[src/rtl/rca_operand_sequencer_if.sv]
// Handshake and adder-drive bundle for rca_operand_sequencer.
// slave  : the sequencer's view (consumes operands, drives the adder, produces results).
// master : the surrounding environment's view (upstream source, adder, downstream sink).
interface rca_operand_sequencer_if #(
  parameter int WIDTH = 4
) ();
  logic             in_valid;
  logic             in_ready;
  logic [WIDTH-1:0] in_a;
  logic [WIDTH-1:0] in_b;
  logic             in_ci;
  logic [WIDTH-1:0] add_a;
  logic [WIDTH-1:0] add_b;
  logic             add_ci;
  logic [WIDTH-1:0] add_s;
  logic             add_co;
  logic             out_valid;
  logic             out_ready;
  logic [WIDTH-1:0] out_sum;
  logic             out_co;
  logic             busy;
  logic [7:0]       op_count;
  logic             chk_err;

  modport slave (
    input  in_valid, in_a, in_b, in_ci, add_s, add_co, out_ready,
    output in_ready, add_a, add_b, add_ci, out_valid, out_sum, out_co,
           busy, op_count, chk_err
  );

  modport master (
    output in_valid, in_a, in_b, in_ci, add_s, add_co, out_ready,
    input  in_ready, add_a, add_b, add_ci, out_valid, out_sum, out_co,
           busy, op_count, chk_err
  );
endinterface

[src/rtl/rca_operand_sequencer.sv]
// Sequencer wrapped around an external ripple-carry adder: registers operands
// onto the adder inputs, waits SETTLE_CYCLES edges for the carry chain to
// settle, then captures sum/carry into a held result stream.
// Optional build macro RCA_SEQ_SELF_CHECK_EN adds a behavioural cross-check
// of the captured adder output that raises a sticky chk_err.
module rca_operand_sequencer #(
  parameter int WIDTH         = 4,
  parameter int SETTLE_CYCLES = 2
) (
  input logic                   clk,
  input logic                   rst,
  rca_operand_sequencer_if.slave bus
);

  typedef enum logic [1:0] {IDLE, SETTLE, HOLD} state_t;

  localparam logic [3:0] CNT_INIT = 4'(SETTLE_CYCLES - 1);

  if (SETTLE_CYCLES < 1 || SETTLE_CYCLES > 15) begin : g_bad_settle
    $error("rca_operand_sequencer: SETTLE_CYCLES must be in 1..15");
  end

  state_t           state, state_n;
  logic             accept, capture, retire;
  logic [3:0]       cnt;
  logic [WIDTH-1:0] add_a_p0, add_b_p0;
  logic             add_ci_p0;
  logic [WIDTH-1:0] sum_p1;
  logic             co_p1;
  logic             vld_p1;
  logic [7:0]       op_count_q;

  // State register
  always_ff @(posedge clk) begin
    if (rst) state <= IDLE;
    else     state <= state_n;
  end

  // Next-state and handshake strobes
  always_comb begin
    state_n = state;
    accept  = 1'b0;
    capture = 1'b0;
    retire  = 1'b0;
    case (state)
      IDLE: begin
        if (bus.in_valid && !rst) begin
          accept  = 1'b1;
          state_n = SETTLE;
        end
      end
      SETTLE: begin
        if (cnt == 4'd0) begin
          capture = 1'b1;
          state_n = HOLD;
        end
      end
      HOLD: begin
        if (bus.out_ready) begin
          retire  = 1'b1;
          state_n = IDLE;
        end
      end
      default: state_n = IDLE;
    endcase
  end

  // Stage 0: operand launch onto the adder; held until the next accept
  always_ff @(posedge clk) begin
    if (rst) begin
      add_a_p0  <= '0;
      add_b_p0  <= '0;
      add_ci_p0 <= 1'b0;
    end else if (accept) begin
      add_a_p0  <= bus.in_a;
      add_b_p0  <= bus.in_b;
      add_ci_p0 <= bus.in_ci;
    end
  end

  // Settle counter covering the ripple delay
  always_ff @(posedge clk) begin
    if (rst)                               cnt <= 4'd0;
    else if (accept)                       cnt <= CNT_INIT;
    else if (state == SETTLE && cnt != 4'd0) cnt <= cnt - 4'd1;
  end

  // Stage 1: result capture and hold until the downstream handshake
  always_ff @(posedge clk) begin
    if (rst) begin
      sum_p1 <= '0;
      co_p1  <= 1'b0;
      vld_p1 <= 1'b0;
    end else if (capture) begin
      sum_p1 <= bus.add_s;
      co_p1  <= bus.add_co;
      vld_p1 <= 1'b1;
    end else if (retire) begin
      vld_p1 <= 1'b0;
    end
  end

  // Completed-transaction counter, wraps naturally at 8 bits
  always_ff @(posedge clk) begin
    if (rst)         op_count_q <= 8'd0;
    else if (retire) op_count_q <= op_count_q + 8'd1;
  end

`ifdef RCA_SEQ_SELF_CHECK_EN
  function automatic logic [WIDTH:0] ref_sum(input logic [WIDTH-1:0] a,
                                             input logic [WIDTH-1:0] b,
                                             input logic             ci);
    return {1'b0, a} + {1'b0, b} + {{WIDTH{1'b0}}, ci};
  endfunction

  logic chk_err_q;

  // Sticky flag when the adder output disagrees with the reference sum
  always_ff @(posedge clk) begin
    if (rst) chk_err_q <= 1'b0;
    else if (capture && (ref_sum(add_a_p0, add_b_p0, add_ci_p0) != {bus.add_co, bus.add_s}))
      chk_err_q <= 1'b1;
  end

  assign bus.chk_err = chk_err_q;
`else
  assign bus.chk_err = 1'b0;
`endif

  assign bus.in_ready  = (state == IDLE) && !rst;
  assign bus.busy      = (state != IDLE);
  assign bus.add_a     = add_a_p0;
  assign bus.add_b     = add_b_p0;
  assign bus.add_ci    = add_ci_p0;
  assign bus.out_valid = vld_p1;
  assign bus.out_sum   = sum_p1;
  assign bus.out_co    = co_p1;
  assign bus.op_count  = op_count_q;

endmodule
[src/flat_wrapper.sv]
// flat-port wrapper written by rule: the top's interface ports become plain ports
module rca_operand_sequencer_flat 
#(
  parameter int WIDTH         = 4,
  parameter int SETTLE_CYCLES = 2
)
  (clk, rst, bus_in_valid, bus_in_a, bus_in_b, bus_in_ci, bus_add_s, bus_add_co, bus_out_ready, bus_in_ready, bus_add_a, bus_add_b, bus_add_ci, bus_out_valid, bus_out_sum, bus_out_co, bus_busy, bus_op_count, bus_chk_err);
  rca_operand_sequencer_if #(.WIDTH(WIDTH)) bus_i ();
  input logic clk;
  input logic rst;
  input wire logic [$bits(bus_i.in_valid)-1:0] bus_in_valid;
  input wire logic [$bits(bus_i.in_a)-1:0] bus_in_a;
  input wire logic [$bits(bus_i.in_b)-1:0] bus_in_b;
  input wire logic [$bits(bus_i.in_ci)-1:0] bus_in_ci;
  input wire logic [$bits(bus_i.add_s)-1:0] bus_add_s;
  input wire logic [$bits(bus_i.add_co)-1:0] bus_add_co;
  input wire logic [$bits(bus_i.out_ready)-1:0] bus_out_ready;
  output wire logic [$bits(bus_i.in_ready)-1:0] bus_in_ready;
  output wire logic [$bits(bus_i.add_a)-1:0] bus_add_a;
  output wire logic [$bits(bus_i.add_b)-1:0] bus_add_b;
  output wire logic [$bits(bus_i.add_ci)-1:0] bus_add_ci;
  output wire logic [$bits(bus_i.out_valid)-1:0] bus_out_valid;
  output wire logic [$bits(bus_i.out_sum)-1:0] bus_out_sum;
  output wire logic [$bits(bus_i.out_co)-1:0] bus_out_co;
  output wire logic [$bits(bus_i.busy)-1:0] bus_busy;
  output wire logic [$bits(bus_i.op_count)-1:0] bus_op_count;
  output wire logic [$bits(bus_i.chk_err)-1:0] bus_chk_err;
  assign bus_i.in_valid = bus_in_valid;
  assign bus_i.in_a = bus_in_a;
  assign bus_i.in_b = bus_in_b;
  assign bus_i.in_ci = bus_in_ci;
  assign bus_i.add_s = bus_add_s;
  assign bus_i.add_co = bus_add_co;
  assign bus_i.out_ready = bus_out_ready;
  assign bus_in_ready = bus_i.in_ready;
  assign bus_add_a = bus_i.add_a;
  assign bus_add_b = bus_i.add_b;
  assign bus_add_ci = bus_i.add_ci;
  assign bus_out_valid = bus_i.out_valid;
  assign bus_out_sum = bus_i.out_sum;
  assign bus_out_co = bus_i.out_co;
  assign bus_busy = bus_i.busy;
  assign bus_op_count = bus_i.op_count;
  assign bus_chk_err = bus_i.chk_err;
  rca_operand_sequencer #(.WIDTH(WIDTH), .SETTLE_CYCLES(SETTLE_CYCLES)) u_core (.clk(clk), .rst(rst), .bus(bus_i));
endmodule
[config.mk]
export PLATFORM = sky130hd
export DESIGN_NAME = rca_operand_sequencer_flat
export DESIGN_NICKNAME = d
export VERILOG_FILES = /design/src/rtl/rca_operand_sequencer_if.sv /design/src/rtl/rca_operand_sequencer.sv /design/src/flat_wrapper.sv
export SDC_FILE = /design/constraint.sdc
export NUM_CORES = 1
export LEC_CHECK = 0
export BUFFER_PORTS_ARGS = -buffer_cell sky130_fd_sc_hd__buf_2
export CORE_MARGIN = 1.5
export CORE_UTILIZATION = 35
export CTS_BUF_LIST = sky130_fd_sc_hd__clkbuf_4 sky130_fd_sc_hd__clkbuf_8
export DETAILED_ROUTE_END_ITERATION = 16
export PLACE_DENSITY = 0.64
export SETUP_SLACK_MARGIN = 0.05
export SKIP_CTS_REPAIR_TIMING = 1
export SLEW_MARGIN = 10
export SYNTH_ARGS = -nofsm -noshare
export SYNTH_HDL_FRONTEND = slang
export SYNTH_SLANG_ARGS = --single-unit
export TNS_END_PERCENT = 1
[constraint.sdc]
create_clock -name clk -period 1.9 [get_ports clk]
set_clock_uncertainty 0.2 [all_clocks]
set_input_delay 0.095 -clock clk [delete_from_list [all_inputs] [get_ports clk]]
set_output_delay 0.095 -clock clk [all_outputs]
set_load 0.005 [all_outputs]
# Word-level counts from Yosys, hierarchy flattened

Cells that the tools add are included.

$add $sub $neg: 2
Equal/unequal tests: 5
Multiplexer cells: 14
Reduce and logical (&&, ||, !) cells: 12

Operator list:

| operator                                               | count |
|---|---|
| 2-to-1 mux 1 bit                                       | 10 |
| adder 8 x 1 -> 8 bit (second input constant)           | 1 |
| 2-to-1 mux 2 bit                                       | 3 |
| case mux 2 bit (3 select lines)                        | 1 |
| nonzero test 2 bit                                     | 3 |
| zero test 4 bit                                        | 1 |
| inequality test 2 x 1 -> 1 bit (second input constant) | 2 |
| nonzero test 4 bit                                     | 1 |
| subtractor 4 x 1 -> 4 bit (second input constant)      | 1 |
| logical AND 1 bit                                      | 3 |
| AND reduction 3 bit                                    | 1 |
| == test 2 x 1 -> 1 bit (second input constant)         | 1 |
| == test 2 bit (second input constant)                  | 1 |
| zero test 2 bit                                        | 1 |
| inequality test 2 bit (second input constant)          | 1 |
| OR reduction 2 bit                                     | 1 |
| zero test 1 bit                                        | 1 |

Flip-flop bits (word level): 29
Bits of input ports: 18
Output and inout bits: 26
Logic and storage cells: 43

# Depth between registers and ports, before layout

Depth after elaboration: 5
Mapped depth: 6
Gate-level depth less buffers: 5

# Worst setup path after synthesis

Ideal clock, no wire load.

Kind: reg-to-reg
From: reg u_core.cnt[0]
To: reg u_core.cnt[3]
Setup time: 0.070 ns
Arrival time: 1.376 ns
Required time: 1.630 ns
Setup slack: 0.254 ns
Stages on the path, launching flop included: 6
Path buffers: 0
Clock period less this slack: 1.646 ns
Cell sequence: dfxtp_1 -> inv_1 -> ha_1 -> nor3b_2 -> or4_1 -> a21oi_1

Word-level cells in the longest chain between the ends: 2
Elaborated cells on any way between the ends: 3

RTL lines:

| item                                                              | line                        | source |
|---|---|---|
| from (decl)                                                       | rca_operand_sequencer.sv:25 | `logic [3:0] cnt;` |
| from (signal assigned)                                            | rca_operand_sequencer.sv:85 | `else if (state == SETTLE && cnt != 4'd0) cnt <= cnt - 4'd1;` |
| branches (longest 2 deep; another with subtractor 4 x 1 -> 4 bit) | -                           |  |

Several ways; the timed one is not identified.
A chain may end at the register's enable or synchronous reset.

# Final worst setup path

From: reg u_core.cnt[0]
To: reg u_core.cnt[2]

Same word-level chain as after synthesis.

==> metrics.cfg <==
[power]
p_leak_nw = 0.745
pwr_density_cell_nw_per_um2 = 807
peakVddDrop_mv = 0.345

[job]
maxCapViolCount = 0

[sta]
setup_ws_ns = 0.151
setup-tns-final_ns = 0
rsz0062_at_grt = false
post-route-period-util_pct = 92.0
report.final.slew_viol_count = 0
max_freq_mhz = 572
hold_ws_ns = 0.274
finalCriticalPeriod_ns = 1.75
finalSetupViolCount = 0
finalHoldViolations = 0

[critical_path]
crit_path_cell_trace = inv_1 > ha_1 > nor3b_2 > or4_1 > a21oi_1
endpoint_kind = flip-flop
critPathLaunchType = flip-flop
cp_num_buf_inv = 1
path_class = reg -> reg
crit_family = simple AND/OR/NAND/NOR gates
required_ns = 1.95
cpPeakStageDelay_ns = 0.48
cp_max_fo = 9
slowest_stage = or4_1
arrival_ns = 1.80

[place]
dp_hpwl_um = 1830
gp_congestion = 0.725
portBuffers = 42
place_area_sq_um = 1410
post-place-ws_ns = 0.165

[clocking]
root_buffer = clkbuf_4
cts_tree = done
clock_sinks = 29
clkLatencyLatePin_ns = 0.32
cts_buffers = 5
cts.htree.levels = 2
cts_max_path_buffers = 2
clkSlewWorstSetupHoldPaths_ns = 0.08

[floorplanning]
initial_core_util_pct = 37.9
num_rows = 20
dieArea_sq_um = 3750
core-area_sq_um = 3130
chipHeight_um = 61.2
pin_count = 44
die_w_um = 61.2

[final_layout]
nets = 202
fin_area_sq_um = 1640
final_common_cell = buf_2
drive_gt1_share_pct = 30.6
fillers = 294
antenna_cells = 0
multiInputGateArea_sq_um = 551
most-common-layout-cells = 42 x buf_2, 28 x dfxtp_1, 17 x dlygate4sd3_1
areaGrowthSynthToFinish_pct = 38.5
seq_area_sq_um = 582

[route]
drcViolationCount = 0
via_per_inst = 4.87
firstDrtPassIters = 4
vias = 1105
drt-total-wl_um = 2690
wire_per_inst_um = 11.9
drtAntennaViolNets = 0
drtIter0Drc = 68

[global_route]
antenna_found_initial = 0
grt_pass1_wl_um = 4100
grt-ovfl-total = 0
grt_use_total_pct = 15.0
grt_pass1_vias = 995
grt_max_degree = 22

[hold_path]
hp-class = reg -> reg

[yosys]
async_flop_share_pct = 0
ys_types = 36
synth_top_area_share_pct = 48.9
syn_area_sq_um = 1190
synth_seq_cells = 29
seq_area_frac_synth_pct = 48.9
ys_warn_count = 0
synth-edff-count = 0
synth_cells = 123
synth_area_leaders = dfxtp_1 49%, a22o_1 6.6%, a21oi_1 6.3%
avgSynthCellArea_sq_um = 9.64
synthesis.nets = 143
synth_top_area_cell = dfxtp_1
ys.flop_type = dfxtp_1

[status]
outcome = finished, final reports clean

-- worst register-to-register path, delay by kind of cell (launching register included) --
kind / cells / cell delay, ns
compound gates: 1 / 0.17
fa+ha+maj: 1 / 0.21
buf+inv: 1 / 0.05
flops: 1 / 0.34
simple gates: 2 / 0.69
-- sequential cells by signal (all words and copies together) (netlist names) --
signal,flops
u_core.bus.op_count,8
u_core.bus.add_a,4
u_core.bus.add_b,4
u_core.bus.out_sum,4
u_core.cnt,4
u_core.state,2
u_core.bus.add_ci,1
u_core.bus.out_co,1
u_core.bus.out_valid,1
-- synthesized netlist by cell type (2+ instances only) --
cell,number
inv_1,4
o31ai_1,2
xor2_1,2
o21ai_1,5
or3b_1,2
o21ai_0,5
a21oi_1,15
nand2_1,5
dfxtp_1,29
or3_1,4
clkbuf_1,2
a22o_1,9
nand3_1,6
buf_2,2
nand4_1,2
ha_1,2
or4_1,4
nor2_1,5
-- worst paths after layout --
check,startpoint,endpoint,slack [ns],cells past startpoint
worst max-delay path,u_core.cnt[0],u_core.cnt[2],0.15,5
worst min register to register,u_core.bus.add_b[1],u_core.bus.add_b[1],0.27,1
worst max register to register,u_core.cnt[0],u_core.cnt[2],0.15,5
worst min-delay path,u_core.bus.add_b[1],u_core.bus.add_b[1],0.27,1
-- through the flow --
| step | instances | utilization [%] | power, mW |
|---|---|---|---|
| floorplan | 123 | - | 0.853 |
| global placement | 202 | 45.1 | 0.919 |
| detailed placement | 202 | 45.1 | 0.926 |
| CTS | 210 | 47.0 | 1.32 |
| global route | 227 | 52.5 | 1.40 |
| finish | 227 | 52.5 | 1.33 |
-- power breakdown --
| group | switching (mW) | internal, mW | total, mW | leakage [nW] |
|---|---|---|---|---|
| clock network | 0.194 | 0.190 | 0.384 | 0.0368 |
| registers | 0.0319 | 0.651 | 0.683 | 0.237 |
| logic | 0.131 | 0.128 | 0.259 | 0.471 |
| total | 0.357 | 0.969 | 1.33 | 0.745 |
-- cell families (layout without fill, tap and decap cells) --
family	after synthesis	after routing	share of synthesized area, %
compound gates	41	41	21.9
xor+xnor	2	2	1.48
fa+ha+maj	2	2	2.11
buf+inv	11	71	4.64
flops	29	29	48.9
mux	1	1	0.844
other cells	1	1	0.316
simple gates	36	36	19.7
-- final cells by class --
class	count	area share, %
clock buffer	8	3.66
sequential	29	35.4
tap	44	3.35
inverter	4	0.914
timing repair buffer	59	23.2
multi-input combinational	83	33.5
-- metal layers --
layer | share of wire, % | GRT usage (%) | up-vias
li1 | - | - | 567
met1 | 45 | 18.8 | 496
met2 | 47 | 22.6 | 34
met3 | 6.0 | 5.46 | 8
met4 | 1.9 | 7.45 | 0
met5 | 0 | 0 | -
Power figures use the tool's default switching activity.
